--- src/rtl/uart_pkg.sv ---
// Shared UART definitions: FSM state encoding, oversampling constants and
// the even-parity helper used by both the receiver and the transmitter.
package uart_pkg;

  // Number of baud ticks per bit, and the tick indices used for sampling.
  localparam int OVERSAMPLE = 16;
  localparam int MID_SAMPLE = 7;
  localparam int LAST_TICK  = 15;

  // One-hot state encoding. Bit 0 is IDLE, so "busy" is the inverse of that bit.
  typedef enum logic [4:0] {
    ST_IDLE   = 5'b00001,
    ST_START  = 5'b00010,
    ST_DATA   = 5'b00100,
    ST_PARITY = 5'b01000,
    ST_STOP   = 5'b10000
  } uart_state_e;

  // Even parity holds when the XOR of all data bits and the parity bit is 0.
  // Callers zero-extend the data word to 32 bits. Zero bits do not change the XOR.
  function automatic logic even_parity_ok(input logic [31:0] data, input logic par);
    return ((^data) ^ par) == 1'b0;
  endfunction

endpackage

--- src/rtl/uart_rx_sync.sv ---
// Metastability synchroniser for the asynchronous RX pin.
// The chain presets to 1 so that reset looks like an idle line.
module uart_rx_sync #(
  parameter int NB_SYNC = 2
) (
  input  logic i_clk,
  input  logic i_reset,
  input  logic i_rx_data,
  output logic rx_s
);

  logic [NB_SYNC-1:0] sync_r;

  // Shift the raw line through NB_SYNC flops. The chain resets to the idle level.
  always_ff @(posedge i_clk) begin
    if (i_reset) begin
      sync_r <= {NB_SYNC{1'b1}};
    end else begin
      sync_r <= {sync_r[NB_SYNC-2:0], i_rx_data};
    end
  end

  assign rx_s = sync_r[NB_SYNC-1];

endmodule

--- src/rtl/uart_rx.sv ---
// UART receiver: 16x oversampled, LSB first, one stop bit.
// The optional even parity bit is enabled by defining UART_RX_PARITY_EN.
// Each good byte is presented with a one-clock o_valid strobe.
// A low stop bit gives a one-clock o_frame_err strobe. After a frame error,
// the receiver does not re-arm until the line has been seen high again.
module uart_rx
  import uart_pkg::*;
#(
  parameter int NB_DATA = 8,
  parameter int NB_SYNC = 2
) (
  input  logic               i_clk,
  input  logic               i_reset,
  input  logic               i_tick,
  input  logic               i_rx_data,
  output logic [NB_DATA-1:0] o_data,
  output logic               o_valid,
  output logic               o_frame_err,
  output logic               o_parity_err,
  output logic               o_busy
);

  localparam int NB_BIT_CNT = $clog2(NB_DATA + 1);

  logic                  rx_s;
  logic                  par_ok_s;
  uart_state_e           state_r;
  logic [3:0]            tick_cnt_r;
  logic [NB_BIT_CNT-1:0] bit_cnt_r;
  logic [NB_DATA-1:0]    shreg_r;
  logic [NB_DATA-1:0]    data_r;
  logic                  valid_r;
  logic                  frame_err_r;
  logic                  armed_r;

  uart_rx_sync #(
    .NB_SYNC   (NB_SYNC)
  ) u_sync (
    .i_clk     (i_clk),
    .i_reset   (i_reset),
    .i_rx_data (i_rx_data),
    .rx_s      (rx_s)
  );

`ifdef UART_RX_PARITY_EN
  logic parity_bit_r;
  logic parity_err_r;

  // Check the received word against the captured parity bit.
  always_comb begin
    par_ok_s = 1'b0;
    par_ok_s = even_parity_ok(32'(shreg_r), parity_bit_r);
  end
`else
  assign par_ok_s = 1'b1;
`endif

  // Receiver FSM: detect the start bit, sample at mid-bit, and strobe the result.
  always_ff @(posedge i_clk) begin
    if (i_reset) begin
      state_r      <= ST_IDLE;
      tick_cnt_r   <= 4'd0;
      bit_cnt_r    <= '0;
      shreg_r      <= '0;
      data_r       <= '0;
      valid_r      <= 1'b0;
      frame_err_r  <= 1'b0;
      armed_r      <= 1'b1;
`ifdef UART_RX_PARITY_EN
      parity_bit_r <= 1'b0;
      parity_err_r <= 1'b0;
`endif
    end else begin
      valid_r     <= 1'b0;
      frame_err_r <= 1'b0;
`ifdef UART_RX_PARITY_EN
      parity_err_r <= 1'b0;
`endif
      case (state_r)
        ST_IDLE: begin
          if (rx_s) begin
            armed_r <= 1'b1;
          end else if (armed_r) begin
            tick_cnt_r <= 4'd0;
            state_r    <= ST_START;
          end else begin
            armed_r <= 1'b0;
          end
        end

        ST_START: begin
          if (i_tick) begin
            if (tick_cnt_r == 4'(MID_SAMPLE)) begin
              tick_cnt_r <= 4'd0;
              bit_cnt_r  <= '0;
              if (!rx_s) begin
                state_r <= ST_DATA;
              end else begin
                state_r <= ST_IDLE;
              end
            end else begin
              tick_cnt_r <= tick_cnt_r + 4'd1;
            end
          end
        end

        ST_DATA: begin
          if (i_tick) begin
            if (tick_cnt_r == 4'(LAST_TICK)) begin
              tick_cnt_r <= 4'd0;
              shreg_r    <= {rx_s, shreg_r[NB_DATA-1:1]};
              bit_cnt_r  <= bit_cnt_r + NB_BIT_CNT'(1);
              if (bit_cnt_r == NB_BIT_CNT'(NB_DATA - 1)) begin
`ifdef UART_RX_PARITY_EN
                state_r <= ST_PARITY;
`else
                state_r <= ST_STOP;
`endif
              end
            end else begin
              tick_cnt_r <= tick_cnt_r + 4'd1;
            end
          end
        end

`ifdef UART_RX_PARITY_EN
        ST_PARITY: begin
          if (i_tick) begin
            if (tick_cnt_r == 4'(LAST_TICK)) begin
              tick_cnt_r   <= 4'd0;
              parity_bit_r <= rx_s;
              state_r      <= ST_STOP;
            end else begin
              tick_cnt_r <= tick_cnt_r + 4'd1;
            end
          end
        end
`endif

        ST_STOP: begin
          if (i_tick) begin
            if (tick_cnt_r == 4'(LAST_TICK)) begin
              tick_cnt_r <= 4'd0;
              state_r    <= ST_IDLE;
              if (rx_s) begin
                if (par_ok_s) begin
                  data_r  <= shreg_r;
                  valid_r <= 1'b1;
                end
              end else begin
                // A low stop bit may be a line break. Wait for high before re-arming.
                frame_err_r <= 1'b1;
                armed_r     <= 1'b0;
              end
`ifdef UART_RX_PARITY_EN
              parity_err_r <= ~par_ok_s;
`endif
            end else begin
              tick_cnt_r <= tick_cnt_r + 4'd1;
            end
          end
        end

        default: begin
          state_r    <= ST_IDLE;
          tick_cnt_r <= 4'd0;
          bit_cnt_r  <= '0;
        end
      endcase
    end
  end

  assign o_data      = data_r;
  assign o_valid     = valid_r;
  assign o_frame_err = frame_err_r;
  assign o_busy      = ~state_r[0];
`ifdef UART_RX_PARITY_EN
  assign o_parity_err = parity_err_r;
`else
  assign o_parity_err = 1'b0;
`endif

endmodule

--- config.mk ---
export PLATFORM = sky130hd
export DESIGN_NAME = uart_rx
export DESIGN_NICKNAME = d
export VERILOG_FILES = /design/src/rtl/uart_pkg.sv /design/src/rtl/uart_rx_sync.sv /design/src/rtl/uart_rx.sv
export SDC_FILE = /design/constraint.sdc
export NUM_CORES = 1
export LEC_CHECK = 0
export CAP_MARGIN = 5
export CELL_PAD_IN_SITES_DETAIL_PLACEMENT = 1
export CELL_PAD_IN_SITES_GLOBAL_PLACEMENT = 1
export CORE_UTILIZATION = 44
export CTS_CLUSTER_DIAMETER = 50
export DETAILED_ROUTE_END_ITERATION = 6
export GPL_TIMING_DRIVEN = 0
export HOLD_SLACK_MARGIN = 0.02
export PLACE_DENSITY = 0.83
export SLEW_MARGIN = 20
export SYNTH_ARGS = -nofsm -noshare
export SYNTH_HDL_FRONTEND = slang
export SYNTH_HIERARCHICAL = 1
export SYNTH_SLANG_ARGS = --single-unit
--- constraint.sdc ---
create_clock -name i_clk -period 4.7 [get_ports i_clk]
set_input_delay 1.175 -clock i_clk [delete_from_list [all_inputs] [get_ports i_clk]]
set_output_delay 1.175 -clock i_clk [all_outputs]
set_load 0.03 [all_outputs]
==> results of run 1 <==
==> synthesized netlist by cell type (2+ instances only) <==
library cell,count
dfxtp_1,33
nand2_1,25
a21oi_1,24
nor2_1,16
mux2i_1,9
o21ai_0,6
buf_2,5
nand3_1,5
clkbuf_1,4
and3_1,3
inv_1,3
nand2b_1,3
nor3_1,3
or2_1,3
or3_1,3
and2_1,2
ha_1,2
nand3b_1,2
nor4b_1,2
nor4b_2,2
o21ai_1,2
or4b_1,2
xor2_1,2
==> worst paths after layout <==
path	slack, ps	to	cells after the start
worst max-delay path	1890	o_busy	3
worst min-delay path	430	u_sync/sync_r[1]	1
worst max register to register	2720	bit_cnt_r[3]	6
worst min register to register	430	u_sync/sync_r[1]	1
==> cell families after synthesis <==
logic type | synth area share [%]
AND/OR/NAND/NOR | 27.2
AO/OA/AOI/OAI | 15.1
flip-flops | 44.0
buffers and inverters | 4.66
multiplexers | 6.00
adder cells (fa/ha/maj) | 1.67
XOR/XNOR | 1.17
other | 0.250
==> per-stage QoR <==
| stage | area [µm²] | instances |
|---|---|---|
| floorplan | 1500 | 176 |
| global placement | 1700 | 234 |
| detailed placement | 1700 | 234 |
| CTS | 1780 | 242 |
| global route | 1780 | 242 |
| finish | 1780 | 242 |
==> registers in the layout, indices dropped and copies added, names as in the netlist <==
| name | flops |
|---|---|
| o_valid | 1 |
| state_r | 4 |
| bit_cnt_r | 4 |
| o_data | 8 |
| armed_r | 1 |
| o_frame_err | 1 |
| tick_cnt_r | 4 |
| shreg_r | 8 |
| u_sync/sync_r | 2 |
==> routing by layer <==
metal | vias to the layer above | wire length [µm] | track usage (%) | share of wire (%)
li1 | 656 | - | - | -
met1 | 633 | 1680 | 27.5 | 46
met2 | 21 | 1740 | 39.6 | 48
met3 | 10 | 123 | 7.68 | 3.4
met4 | 0 | 76 | 11.4 | 2.1
met5 | - | 0 | 0 | 0
==> power by group through the flow <==
stage	combinational (mW)	clock [mW]	sequential (mW)
2_1_floorplan	0.0923	0	0.296
3_3_place_gp	0.117	0	0.297
3_5_place_dp	0.123	0	0.297
4_1_cts	0.124	0.232	0.291
5_1_grt	0.138	0.246	0.292
6_report	0.124	0.231	0.291
==> placed cells by master (no fill, tap or decap), types with 6 or more instances in the layout <==
cell and count:
clkdlybuf4s50_1 14, nor2_1 16, mux2i_1 9, a21oi_1 24, nand2_1 25, dfxtp_1 33, o21ai_0 6
==> worst max-delay path, delay by kind of cell (launching register included) <==
| kind | cells | cell delay [ps] |
|---|---|---|
| buf+inv | 3 | 960 |
| flops | 1 | 320 |
==> cell type report <==
type	count	area (µm²)
fillers	413	1370
multi-input cells	129	772
flip-flops and latches	33	661
repair buffers	14	140
plain buffers	11	58.8
clock buffers	7	55.1
well taps	44	55.1
clock inverters	1	30.0
inverters	3	11.3
==> reports/qor.csv, run 1 <==
metric,value,unit
clock sink count,33,
Seq pwr share,45.1,%
DRT iter0 DRCs,26,
Critical Path RT,3520,ps
Final Max Slew Viols,0,
#FFs+latches synth,33,
RSZ-0062 raised after global routing,false,
largest net degree at the start of global routing,11,
DRC violation count after routing,0,
slew margin rel.,60.0,%
# diodes,0,
crit-path cells,buf_2 > inv_1 > clkdlybuf4s50_1,
first-pass GRT wire length,6260,µm
cts repair resizes,0,
Final period util,59.7,%
pre-CTS WS,1780,ps
critical path startpoint,state_r[0],
Pwr Density,363,nW/µm²
area grow syn2layout,18.7,%
worst hold path type,reg -> reg,
Post-CTS Hold Buffers,0,
fin util,56.5,%
CTS tree,yes,
Synth Instances,176,
clk_skew,8.87,ps
vias in the first global route,1379,
Overflow after GRT,0,
RePlAce Congestion,0.775,
Final #Nets,203,
setup violators final,0,
final hold vios,0,
die height,60.4,µm
clock group share of total power,35.7,%
Final HPWL DP,2550,µm
Critical Path End Type,output pin,
chip width,60.4,µm
clk_lat worst skew,350,ps
CP max FO,9,
die area,3650,µm²
largest stage delay on the critical path,680,ps
Ports,16,
outcome,completed,
Synthesis Warnings,6,
First-pass DRT Iterations,4,
Synth area leader,dfxtp_1,
post-route ant nets,0,
area of the core,3150,µm²
Leakage,0.689,nW
Initial Util,47.7,%
Syn Nets,182,
initial antenna violation count,0,
Cell variety after synth,38,
Synth async-reset ratio,0,%
worst r2r src,state_r[2],
Synth Area per Inst,8.54,µm²
crit start category,flip-flop,
worst hold slack,431,ps
Total Power Consumption,647,µW
crit path time final,2810,ps
CP arrival,1630,ps
clock-pin slew on the worst setup and hold paths,110,ps
Clock H-tree levels,2,
Post-Synthesis Cell Area,1500,µm²
ranking of synthesized cells by area,"dfxtp_1 44%, a21oi_1 8.0%, nand2_1 6.2%",
Post-synth EDFFs,0,
setup bufs post-CTS,0,
fmax,356,MHz
post-synthesis sequential area ratio,44.0,%
cts bufs inserted,5,
switching power total,188,µW
routed vias,1320,
MaxCap Viol Count,0,
clock root buffer,clkbuf_4,
Sw Ratio,29.1,%
Hold Crit Start,u_sync/sync_r[0],
area share of the largest cell type after synthesis,44.0,%
routed wire length,3630,µm
worst-margin pin slew,600,ps
layout cells sized above 1,10.1,%
maximum VDD drop,0.174,mV
DR vias/cell,5.45,
Total GRT Usage,23.7,%
main flop type after synthesis,dfxtp_1,
Core Rows,20,
final worst slack,1890,ps
port bufs,14,
setup TNS,0,ps
Clock Path Buffers,2,
per-cell routed wire length,15.0,µm
cell-internal power,458,µW
Logic pwr share,19.2,%
Slowest cell on crit path,clkdlybuf4s50_1,
WS Path Type,reg -> out,
Note: power is estimated with default switching activity, not from simulation.
==> inputs of run 2 (changes only) <==
--- a/config.mk
+++ b/config.mk
@@ -8,12 +8,12 @@
 export CAP_MARGIN = 5
 export CELL_PAD_IN_SITES_DETAIL_PLACEMENT = 1
 export CELL_PAD_IN_SITES_GLOBAL_PLACEMENT = 1
-export CORE_UTILIZATION = 44
+export CORE_UTILIZATION = 41
 export CTS_CLUSTER_DIAMETER = 50
 export DETAILED_ROUTE_END_ITERATION = 6
 export GPL_TIMING_DRIVEN = 0
 export HOLD_SLACK_MARGIN = 0.02
-export PLACE_DENSITY = 0.83
+export PLACE_DENSITY = 0.78
 export SLEW_MARGIN = 20
 export SYNTH_ARGS = -nofsm -noshare
 export SYNTH_HDL_FRONTEND = slang
==> constraint.sdc (replaced) <==
create_clock -name i_clk -period 2.79 [get_ports i_clk]
set_input_delay 0.6975 -clock i_clk [delete_from_list [all_inputs] [get_ports i_clk]]
set_output_delay 0.6975 -clock i_clk [all_outputs]
set_load 0.03 [all_outputs]
==> run 2 against run 1 <==
Combinational power rose by 69%. Sequential power rose by 68%. First-iteration DRC count rose by 120%. Clock skew fell by 1.6 ps. Hold slack got worse by 17 ps. Power rose by 49%. Via count fell by 1.1%. Critical path depth did not move. Register-to-register slack got worse by 1900 ps. Largest cell class unchanged. Highest routed layer unchanged.
==> reports/qor.csv, run 2 (synthesized netlist as in run 1, its figures left out) <==
metric,value,unit
met1 Usage GRT,24.3,%
met2 usage,32.3,%
clock sink count,33,
initial antenna violation count,0,
outcome,completed,
Final Max Slew Viols,0,
maximum VDD drop,0.309,mV
Hold Crit Start,u_sync/sync_r[0],
register area,661,µm²
global route hottest layer,met2,
CTS tree,yes,
setup bufs post-CTS,0,
crit start category,flip-flop,
fmax,437,MHz
First-pass DRT Iterations,4,
die area,3910,µm²
CP arrival,1590,ps
# diodes,0,
Final HPWL DP,2500,µm
WS Path Type,reg -> out,
worst hold path type,reg -> reg,
Post-CTS Hold Buffers,0,
"most common cell after layout, fill and taps aside",dfxtp_1,
clk_skew,7.29,ps
Final #Nets,203,
clock root buffer,clkbuf_4,
MaxCap Viol Count,0,
cts repair resizes,0,
worst r2r src,state_r[2],
Overflow after GRT,0,
Core Rows,21,
Post-Layout Cell Count,244,
fin util,51.3,%
area grow syn2layout,16.6,%
largest net degree at the start of global routing,11,
Total Power Consumption,962,µW
Clock H-tree levels,2,
die height,62.5,µm
final hold vios,0,
Initial Util,44.0,%
worst hold endpoint,u_sync/sync_r[1],
RSZ-0062 raised after global routing,false,
layout cells sized above 1,10.1,%
setup TNS,0,ps
Fill cells,417,
cells on worst reg2reg path,6,
Critical Path RT,2090,ps
cts bufs inserted,5,
Ports,16,
clk_lat worst skew,340,ps
DR vias/cell,5.35,
"Cell Area, Placed",1700,µm²
CP max FO,9,
pre-CTS WS,337,ps
Critical Path End Type,output pin,
placed cells,236,
setup violators final,0,
slew margin rel.,65.1,%
DRC violation count after routing,0,
Hold Path Stages,1,
worst-margin pin slew,516,ps
post-route ant nets,0,
Clock Path Buffers,2,
first-pass GRT wire length,6000,µm
Leakage,0.675,nW
routed vias,1306,
per-cell routed wire length,14.4,µm
Multi-input gate area,772,µm²
chip width,62.5,µm
post-route cell area,1750,µm²
vias in the first global route,1259,
Pwr Density,549,nW/µm²
crit path time final,2290,ps
internal reg-to-reg setup slack,800,ps
met3 GRT Util,5.84,%
reg2reg end,bit_cnt_r[2],
clock-pin slew on the worst setup and hold paths,100,ps
final worst slack,501,ps
port bufs,14,
Total GRT Usage,19.8,%
area of the core,3420,µm²
RePlAce Congestion,0.749,
Final period util,82.0,%
most frequent cells in the layout,"33 x dfxtp_1, 25 x nand2_1, 24 x a21oi_1",
routed wire length,3500,µm
DRT iter0 DRCs,58,
worst hold slack,414,ps
## run 2: power breakdown
part | switching (mW) | leakage [nW] | internal (mW)
Sequential | 0.00798 | 0.267 | 0.482
Clock | 0.167 | 0.0320 | 0.0959
Combinational | 0.134 | 0.377 | 0.0765
Total | 0.308 | 0.675 | 0.654
## run 2: worst max path at each step
stage | end | start | slack (ps)
2_1_floorplan | o_data[0] | i_tick | 1060
3_3_place_gp | o_data[7] | i_tick | 430
3_5_place_dp | o_data[4] | i_tick | 340
4_1_cts | o_busy | state_r[0] | 490
5_1_grt | o_busy | state_r[0] | 460
6_report | o_busy | state_r[0] | 500
## run 2: metal layers
| layer | up-vias | part of all wire [%] |
|---|---|---|
| met5 | - | 0 |
| met4 | 0 | 1.9 |
| met1 | 623 | 47 |
| li1 | 656 | - |
| met2 | 20 | 48 |
| met3 | 7 | 3.1 |
## run 2: final cells by class
class,instances,share of cell area [%]
flip-flops and latches,33,37.7
repair buffers,14,8.00
multi-input cells,129,44.1
clock buffers,6,2.36
plain buffers,11,3.36
clock inverters,2,0.571
well taps,46,3.29
inverters,3,0.643
## run 2: critical path, stage by stage, from the launching register on
cell and delay, ps:
dfxtp_1 310, buf_2 160, inv_1 110, clkdlybuf4s50_1 670
==> inputs of run 3 (changes only) <==
==> constraint.sdc (replaced) <==
create_clock -name i_clk -period 2.2 [get_ports i_clk]
set_input_delay 0.55 -clock i_clk [delete_from_list [all_inputs] [get_ports i_clk]]
set_output_delay 0.55 -clock i_clk [all_outputs]
set_load 0.03 [all_outputs]
==> results of run 3 <==
The final DEF is identical to that of run 2. Status: completed.
Main changes from that run: setup slack after placement 337 ps -> -105 ps; setup slack after layout 501 ps -> 58.8 ps; register-to-register setup slack 800 ps -> 210 ps; total power 0.962 mW -> 1.22 mW; worst IR drop on VDD 0.309 mV -> 0.391 mV
